`config.mk`:
```
export PLATFORM = sky130hd
export DESIGN_NAME = robot_motor_driver
export DESIGN_NICKNAME = d
export VERILOG_FILES = /design/src/rtl/robot_pkg.sv /design/src/rtl/robot_pwm_gen.sv /design/src/rtl/robot_motor_driver.sv
export SDC_FILE = /design/constraint.sdc
export NUM_CORES = 1
export LEC_CHECK = 0
export ABC_CLOCK_PERIOD_IN_PS = 5600
export CAP_MARGIN = 20
export CORE_MARGIN = 4
export CORE_UTILIZATION = 50
export CTS_CLUSTER_SIZE = 10
export DETAILED_ROUTE_END_ITERATION = 10
export PLACE_DENSITY = 0.79
export SKIP_CTS_REPAIR_TIMING = 1
export SYNTH_ARGS = -nofsm -noshare
export SYNTH_HDL_FRONTEND = slang
export SYNTH_SLANG_ARGS = --single-unit
```
`constraint.sdc`:
```
create_clock -name clk -period 5.6 [get_ports clk]
set_clock_uncertainty 0.2 [all_clocks]
set_input_delay 0.56 -clock clk [delete_from_list [all_inputs] [get_ports clk]]
set_output_delay 0.56 -clock clk [all_outputs]
set_load 0.02 [all_outputs]
```
`src/rtl/robot_pkg.sv`:
```
// Shared types for the robot control path.
//   cmd_t       : decoded command from the control FSM outputs {Z1,Z2}
//   drv_state_t : motor driver FSM state (3-bit, exported on state_o)
//   decode_cmd  : maps {Z1,Z2} to a command; Z2 (brake) has priority
package robot_pkg;

  typedef enum logic [1:0] {
    CMD_STOP  = 2'd0,
    CMD_DRIVE = 2'd1,
    CMD_BRAKE = 2'd2
  } cmd_t;

  typedef enum logic [2:0] {
    IDLE  = 3'd0,
    DRIVE = 3'd1,
    COAST = 3'd2,
    DEAD  = 3'd3,
    BRAKE = 3'd4
  } drv_state_t;

  function automatic cmd_t decode_cmd(input logic z1, input logic z2);
    if (z2)      return CMD_BRAKE;
    else if (z1) return CMD_DRIVE;
    else         return CMD_STOP;
  endfunction

endpackage

```
`src/rtl/robot_pwm_gen.sv`:
```
// Free-running PWM generator.
//   clk, reset : system clock, synchronous active-high reset
//   en         : gate; pwm is held low when en=0
//   duty       : compare value; pwm high while pwm_cnt < duty (duty=0 -> always low)
//   pwm        : PWM output
// Period is 2^PWM_BITS cycles; the counter wraps naturally.
module robot_pwm_gen #(
  parameter int PWM_BITS = 8
) (
  input  logic                clk,
  input  logic                reset,
  input  logic                en,
  input  logic [PWM_BITS-1:0] duty,
  output logic                pwm
);

  logic [PWM_BITS-1:0] pwm_cnt;

  always_ff @(posedge clk) begin
    if (reset) pwm_cnt <= '0;
    else       pwm_cnt <= pwm_cnt + PWM_BITS'(1);
  end

  assign pwm = en && (pwm_cnt < duty);

endmodule

```
`src/rtl/robot_motor_driver.sv`:
```
// H-bridge leg driver: ramped PWM high side, low-side brake, break-before-make
// dead time between the two.
//   clk, reset : system clock, synchronous active-high reset
//   Z1, Z2     : forward-drive and brake requests from the control FSM
//   hs_en      : high-side enable (PWM), only in DRIVE/COAST
//   ls_en      : low-side enable, only in BRAKE
//   duty       : current PWM duty
//   at_speed   : full duty reached while in DRIVE
//   state_o    : FSM state for debug
module robot_motor_driver
  import robot_pkg::*;
#(
  parameter int PWM_BITS    = 8,
  parameter int RAMP_STEP   = 16,
  parameter int RAMP_DIV    = 4,
  parameter int DEAD_CYCLES = 2,
  parameter int BRAKE_MIN   = 8
) (
  input  logic                clk,
  input  logic                reset,
  input  logic                Z1,
  input  logic                Z2,
  output logic                hs_en,
  output logic                ls_en,
  output logic [PWM_BITS-1:0] duty,
  output logic                at_speed,
  output logic [2:0]          state_o
);

  localparam int RW = (RAMP_DIV    > 1) ? $clog2(RAMP_DIV)    : 1;
  localparam int DW = (DEAD_CYCLES > 1) ? $clog2(DEAD_CYCLES) : 1;
  localparam int BW = (BRAKE_MIN   > 1) ? $clog2(BRAKE_MIN)   : 1;

  localparam logic [RW-1:0] RAMP_LAST = RW'(RAMP_DIV - 1);
  localparam logic [DW-1:0] DEAD_LAST = DW'(DEAD_CYCLES - 1);
  localparam logic [BW-1:0] BRK_LAST  = BW'(BRAKE_MIN - 1);

  // Saturating ramp arithmetic: duty never wraps in either direction.
  function automatic logic [PWM_BITS-1:0] sat_up(input logic [PWM_BITS-1:0] d);
    logic [PWM_BITS:0] s;
    s = {1'b0, d} + (PWM_BITS+1)'(RAMP_STEP);
    if (s[PWM_BITS]) return '1;
    else             return s[PWM_BITS-1:0];
  endfunction

  function automatic logic [PWM_BITS-1:0] sat_down(input logic [PWM_BITS-1:0] d);
    if ({1'b0, d} <= (PWM_BITS+1)'(RAMP_STEP)) return '0;
    else                                       return d - PWM_BITS'(RAMP_STEP);
  endfunction

  cmd_t                cmd_p1;
  drv_state_t          state, state_nx;
  drv_state_t          target, target_nx;
  logic [PWM_BITS-1:0] duty_nx, duty_up, duty_dn;
  logic [RW-1:0]       ramp_cnt, ramp_nx;
  logic [DW-1:0]       dead_cnt, dead_nx;
  logic [BW-1:0]       brk_cnt, brk_nx;
  logic                ramp_step;
  logic                pwm;

  assign duty_up   = sat_up(duty);
  assign duty_dn   = sat_down(duty);
  assign ramp_step = (ramp_cnt == RAMP_LAST);

  // ---- Stage p1: registered command, FSM and counters ----
  always_ff @(posedge clk) begin
    if (reset) begin
      cmd_p1   <= CMD_STOP;
      state    <= IDLE;
      target   <= IDLE;
      duty     <= '0;
      ramp_cnt <= '0;
      dead_cnt <= '0;
      brk_cnt  <= '0;
    end else begin
      cmd_p1   <= decode_cmd(Z1, Z2);
      state    <= state_nx;
      target   <= target_nx;
      duty     <= duty_nx;
      ramp_cnt <= ramp_nx;
      dead_cnt <= dead_nx;
      brk_cnt  <= brk_nx;
    end
  end

  always_comb begin
    state_nx  = state;
    target_nx = target;
    duty_nx   = duty;
    ramp_nx   = ramp_cnt;
    dead_nx   = dead_cnt;
    brk_nx    = brk_cnt;
    case (state)
      IDLE: begin
        duty_nx = '0;
        if (cmd_p1 == CMD_DRIVE) begin
          state_nx = DRIVE;
          ramp_nx  = '0;
        end else if (cmd_p1 == CMD_BRAKE) begin
          // Nothing is conducting on the high side, so brake immediately.
          state_nx = BRAKE;
          brk_nx   = '0;
        end
      end
      DRIVE: begin
        if (cmd_p1 == CMD_BRAKE) begin
          state_nx  = DEAD;
          target_nx = BRAKE;
          duty_nx   = '0;
          dead_nx   = '0;
        end else if (cmd_p1 == CMD_STOP) begin
          state_nx = COAST;
          ramp_nx  = '0;
        end else begin
          ramp_nx = ramp_step ? '0 : ramp_cnt + RW'(1);
          if (ramp_step) duty_nx = duty_up;
        end
      end
      COAST: begin
        if (cmd_p1 == CMD_BRAKE) begin
          state_nx  = DEAD;
          target_nx = BRAKE;
          duty_nx   = '0;
          dead_nx   = '0;
        end else if (cmd_p1 == CMD_DRIVE) begin
          // Resume ramping from wherever the coast-down had reached.
          state_nx = DRIVE;
          ramp_nx  = '0;
        end else if (duty == '0) begin
          state_nx = IDLE;
        end else begin
          ramp_nx = ramp_step ? '0 : ramp_cnt + RW'(1);
          if (ramp_step) begin
            duty_nx = duty_dn;
            if (duty_dn == '0) state_nx = IDLE;
          end
        end
      end
      DEAD: begin
        // Commands are ignored here; the target state evaluates the next one.
        if (dead_cnt == DEAD_LAST) begin
          state_nx = target;
          ramp_nx  = '0;
          brk_nx   = '0;
        end else begin
          dead_nx = dead_cnt + DW'(1);
        end
      end
      BRAKE: begin
        if (brk_cnt != BRK_LAST) begin
          brk_nx = brk_cnt + BW'(1);
        end else if (cmd_p1 == CMD_STOP) begin
          state_nx = IDLE;
        end else if (cmd_p1 == CMD_DRIVE) begin
          state_nx  = DEAD;
          target_nx = DRIVE;
          dead_nx   = '0;
        end
      end
      default: begin
        state_nx = IDLE;
        duty_nx  = '0;
      end
    endcase
  end

  // ---- Output stage: combinational decode of registered state ----
  robot_pwm_gen #(.PWM_BITS(PWM_BITS)) u_pwm (
    .clk   (clk),
    .reset (reset),
    .en    ((state == DRIVE) || (state == COAST)),
    .duty  (duty),
    .pwm   (pwm)
  );

  assign hs_en    = pwm;
  assign ls_en    = (state == BRAKE);
  assign at_speed = (state == DRIVE) && (duty == '1);
  assign state_o  = state;

endmodule

```
After elaboration in Yosys (flattened, before gate mapping). Cells that the tools add are included.

Bits in registers: 30. Bits of input ports: 4. Output and inout port bits: 14. Word-level logic and storage cells: 119.

$add $sub $neg: 6. $lt $le $gt $ge: 2. Equal/unequal tests: 31. Mux-type cells: 50. Bitwise logic cells: 1. Reduce and logical (&&, ||, !) cells: 20.

Operators by type and width (count): two-way mux 8 bit (9); two-way mux 3 bit (20); != test 3 bit, second input constant (9); case mux 8 bit (3 select lines) (1); two-way mux 2 bit (9); logical NOT 8 bit (2); != test 2 bit, second input constant (8); case mux 3 bit (5 select lines) (1); AND reduction 5 bit (3); AND reduction 6 bit (2); != test 5 bit, second input constant (2); adder 8 x 5 -> 9 bit, second input constant (1); case mux 3 bit (3 select lines) (1); adder 8 x 1 -> 8 bit, second input constant (1); equality test 8 bit, second input constant (1); less-or-equal comparator 8 x 5 -> 1 bit, second input constant (1); < comparator 8 bit (1); case mux 2 bit (4 select lines) (1); subtractor 8 x 5 -> 8 bit, second input constant (1); AND reduction 7 bit (1); equality test 3 x 2 -> 1 bit, second input constant (2); two-way mux 1 bit (6); != test 2 x 1 -> 1 bit, second input constant (3); case mux 3 bit (2 select lines) (1); other kinds (18) (23).

Logic depth before layout (Yosys ltp).
Depth in word-level cells: 9. Gate-level depth with buffers: 8. Depth with buffers taken out: 7.

Cells and area by module. Synthesis repeated with hierarchy kept, for this count alone.

Cell total of the unflattened synthesis: 246. Area total of the unflattened synthesis: 2115.8 µm².

Modules (own cells, without submodules): robot_motor_driver (instances 1, cells an instance 191, area each 1627.8 µm², seq. area each 420.4 µm²); robot_pwm_gen (instances 1, cells an instance 55, area each 488.0 µm², seq. area each 160.2 µm²).

Worst setup path before layout. Ideal clock, no wire load.

Path kind: register to output. Start point: register duty[6]. End point: output port hs_en. Data arrival time: 1.646 ns. Required time: 4.840 ns. Path slack: 3.194 ns. Cell stages (with the launch flop): 7. Path buffers: 1. Path through: dfxtp_1 buf_6 inv_1 ha_1 a21o_1 a211oi_1 o21a_1.

Cells in the longest elaborated chain, start to end: 2.

Ends and longest elaborated chain: from (decl) (RTL line robot_motor_driver.sv:25) `output logic [PWM_BITS-1:0] duty,`; from (signal assigned) (RTL line robot_motor_driver.sv:79) `duty <= duty_nx;`; < comparator 8 bit (RTL line robot_pwm_gen.sv:24) `assign pwm = en && (pwm_cnt < duty);`; logical AND 1 bit (RTL line robot_pwm_gen.sv:24); to (decl) (RTL line robot_motor_driver.sv:23) `output logic hs_en,`.

Every way passes these cells.

Worst setup path in the final report.
Start point: register state[0], in the netlist state_o[0]. End point: output port hs_en.

Cells in the longest elaborated chain, start to end: 3. Elaborated cells between the ends (all ways): 4. Those cells by class: eq/ne: 2; reduce/logical: 2.

Ends and longest elaborated chain: from (decl) (RTL line robot_motor_driver.sv:52) `drv_state_t state, state_nx;`; from (signal assigned) (RTL line robot_motor_driver.sv:77) `state <= state_nx;`; equality test 3 x 1 -> 1 bit or equality test 3 x 2 -> 1 bit (tied branches) (RTL line robot_motor_driver.sv:171) `.en ((state == DRIVE) || (state == COAST)),`; logical OR 1 bit (*) (RTL line robot_motor_driver.sv:171); logical AND 1 bit (*) (RTL line robot_pwm_gen.sv:24).

Mark *: on every way between the ends. The rest lies on a longest branch, timed or not.

==> impl_metrics.ini <==
[synth]
netlist_instances = 233
synth-seq-cells = 29
yosysSeqAreaShare_pct = 28.41
synth_area_sq_um = 2043
synth_top_area_cell = dfxtp_1
yosys_warnings = 0
synthArstFlopShare_pct = 0
synth_top_area_share_pct = 28.41
synth_cell_types = 58
synth_area_leaders = dfxtp_1 (28%), ha_1 (12%), nor2_1 (4.0%)
synth.avg_cell_area_sq_um = 8.769
synth_edf_count = 0
synth_top_flop_cell = dfxtp_1
synth_fp_nets = 257

[hold_path]
hold_end = brk_cnt[1]$_SDFFE_PP0P_
hold_depth = 2
hold_class = flip-flop to flip-flop
hp-start = brk_cnt[1]$_SDFFE_PP0P_

[job]
cap_violations = 0

[floorplanning]
dieWidth_um = 71.93
placeableCoreArea_sq_um = 3799
dieArea_sq_um = 5173
ios = 18
start_util_pct = 53.79
core.rowCount = 22
die_h_um = 71.93

[layout]
final_common_cell = dfxtp_1
syn2layout_area_growth_pct = 14.02
seqCellArea_sq_um = 580.6
multi_input_area_sq_um = 1331
drive_above_1_share_pct = 12.30
mostFrequentLayoutCells = dfxtp_1 (29), nor2_1 (22), ha_1 (20)
fill_cells = 332
fin_nets = 267
final_area_sq_um = 2330
antennaDiodeCount = 0

[timing]
finalSetupViolations = 0
tns_ns = 0
worst_pin_slew_ns = 0.6853
report.final.hold_viol_count = 0
finalWorstSetupSlack_ns = 2.182
grt_setup_unrepaired = false
period_share_pct = 61.04
min_period_ns = 3.418
drv_slew = 0
relSlewSlack_pct = 54.25
fmax_mhz = 292.6

[global_routing]
grt_antenna_before_repair = 0
grtUsageTotal_pct = 17.88
first_global_vias = 1588
grt_pass1_wl_mm = 7.417
grt_max_degree = 29
overflow = 0

[drt]
viasPerCell = 5.990
drtIter0Drc = 144
drt_wl_total_mm = 4.417
vias = 1749
post_drt_wl_per_cell_um = 15.13
ant_nets = 0
first_pass_iters = 4
drc = 0

[power]
switching_share_pct = 37.94
power_density_nw_per_um2 = 368.8
p_sw_uw = 326.0
combPwrFrac_pct = 41.3
p_leak_uw = 0.0008769
p_int_uw = 533.2
power_frac_seq_pct = 31.7
ir_drop_mv = 0.1660
p_clk_share_pct = 27.0

[placed_design]
hpwlAfterDp_mm = 3.141
place_area_sq_um = 2210
dp_slack_ns = 2.517
gp_congestion = 0.9170
io_buffers = 17

[setup_path]
critPathKind = flip-flop to output pin
cp-start-kind = flip-flop
r2r_cells = 5
ff2ff_setup_slack_ns = 3.00
r2r_end = duty[0]$_SDFFE_PP0P_
critPathRequiredTime_ns = 4.84
cp_max_fo = 22
timing.rr.start = state_o[0]$_SDFFE_PP0P_
end_kind = output pin
cp.arrival_ns = 2.66

[clock_tree]
path_clk_slew_ns = 0.06
root_buffer = clkbuf_8
clock_latency_ns = 0.29
clock-sinks = 29
h-tree-depth = 2
clockBufferDepth = 2
cts_tree = done
cts_buffers = 5

[outcome]
status = finished, final reports clean
## Yosys cell counts, types with 5 or more instances
| cell type | n |
|---|---|
| nor3b_1 | 5 |
| nor2_1 | 22 |
| clkbuf_1 | 9 |
| nand3_1 | 7 |
| ha_1 | 20 |
| o22ai_1 | 5 |
| inv_1 | 16 |
| dfxtp_1 | 29 |
| nor3_1 | 9 |
| a31oi_1 | 7 |
| a21oi_1 | 10 |
| nand2_1 | 7 |
## worst max-delay path by stage
stage	startpoint	end
6_report	state_o[0]$_SDFFE_PP0P_	hs_en
5_1_grt	state_o[0]$_SDFFE_PP0P_	hs_en
4_1_cts	state_o[0]$_SDFFE_PP0P_	hs_en
3_5_place_dp	state_o[0]$_SDFFE_PP0P_	hs_en
3_3_place_gp	state_o[0]$_SDFFE_PP0P_	hs_en
2_1_floorplan	duty[6]$_SDFFE_PP0P_	hs_en
## stage by stage
stage	instances	utilization [%]	hold slack, ns	power (uW)
floorplan	233	-	0.2206	549.1
global placement	284	58.17	0.2355	617.1
detailed placement	284	58.17	0.2432	624.7
CTS	292	61.33	0.2601	858.2
global route	292	61.33	0.2863	904.5
finish	292	61.33	0.2569	859.3
## logic make-up after synthesis
logic type | synth area share (%)
multiplexers | 2.633
XOR/XNOR | 3.429
buffers and inverters | 6.430
AO/OA/AOI/OAI | 23.15
AND/OR/NAND/NOR | 23.70
flip-flops | 28.41
adder cells (fa/ha/maj) | 12.25
## metal layers
layer	up-vias	GRT usage [%]	wire, um
met2	65	26.84	1909
met5	-	0	0
li1	869	-	-
met4	0	6.263	66
met1	808	25.21	2132
met3	7	3.878	308
## final cells by class
| type | instances | share of cell area [%] |
|---|---|---|
| Clock buffer | 6 | 3.545 |
| Clock inverter | 2 | 1.611 |
| Inverter | 16 | 2.578 |
| Multi-Input combinational cell | 173 | 57.14 |
| Sequential cell | 29 | 24.92 |
| Tap cell | 48 | 2.578 |
| Timing Repair Buffer | 18 | 7.626 |
## sequential cells by signal, indices dropped and copies added (netlist names)
| register | count |
|---|---|
| brk_cnt | 3 |
| cmd_p1 | 2 |
| dead_cnt | 1 |
| duty | 8 |
| ramp_cnt | 2 |
| state_o | 3 |
| target | 2 |
| u_pwm.pwm_cnt | 8 |
## power groups by stage
stage          clock [uW]  sequential (uW)  combinational, uW
4_1_cts               236              272                350
5_1_grt               244              277                383
3_5_place_dp            0              277                348
3_3_place_gp            0              274                343
2_1_floorplan           0              257                292
6_report              232              272                355
## critical path: stages (launching register included)
cell and delay, ns:
dfxtp_1 0.76, xnor2_1 0.25, or2_2 0.36, a211oi_1 0.25
o21a_1 0.16, clkdlybuf4s50_1 0.60
Power figures use the tool's default switching activity.
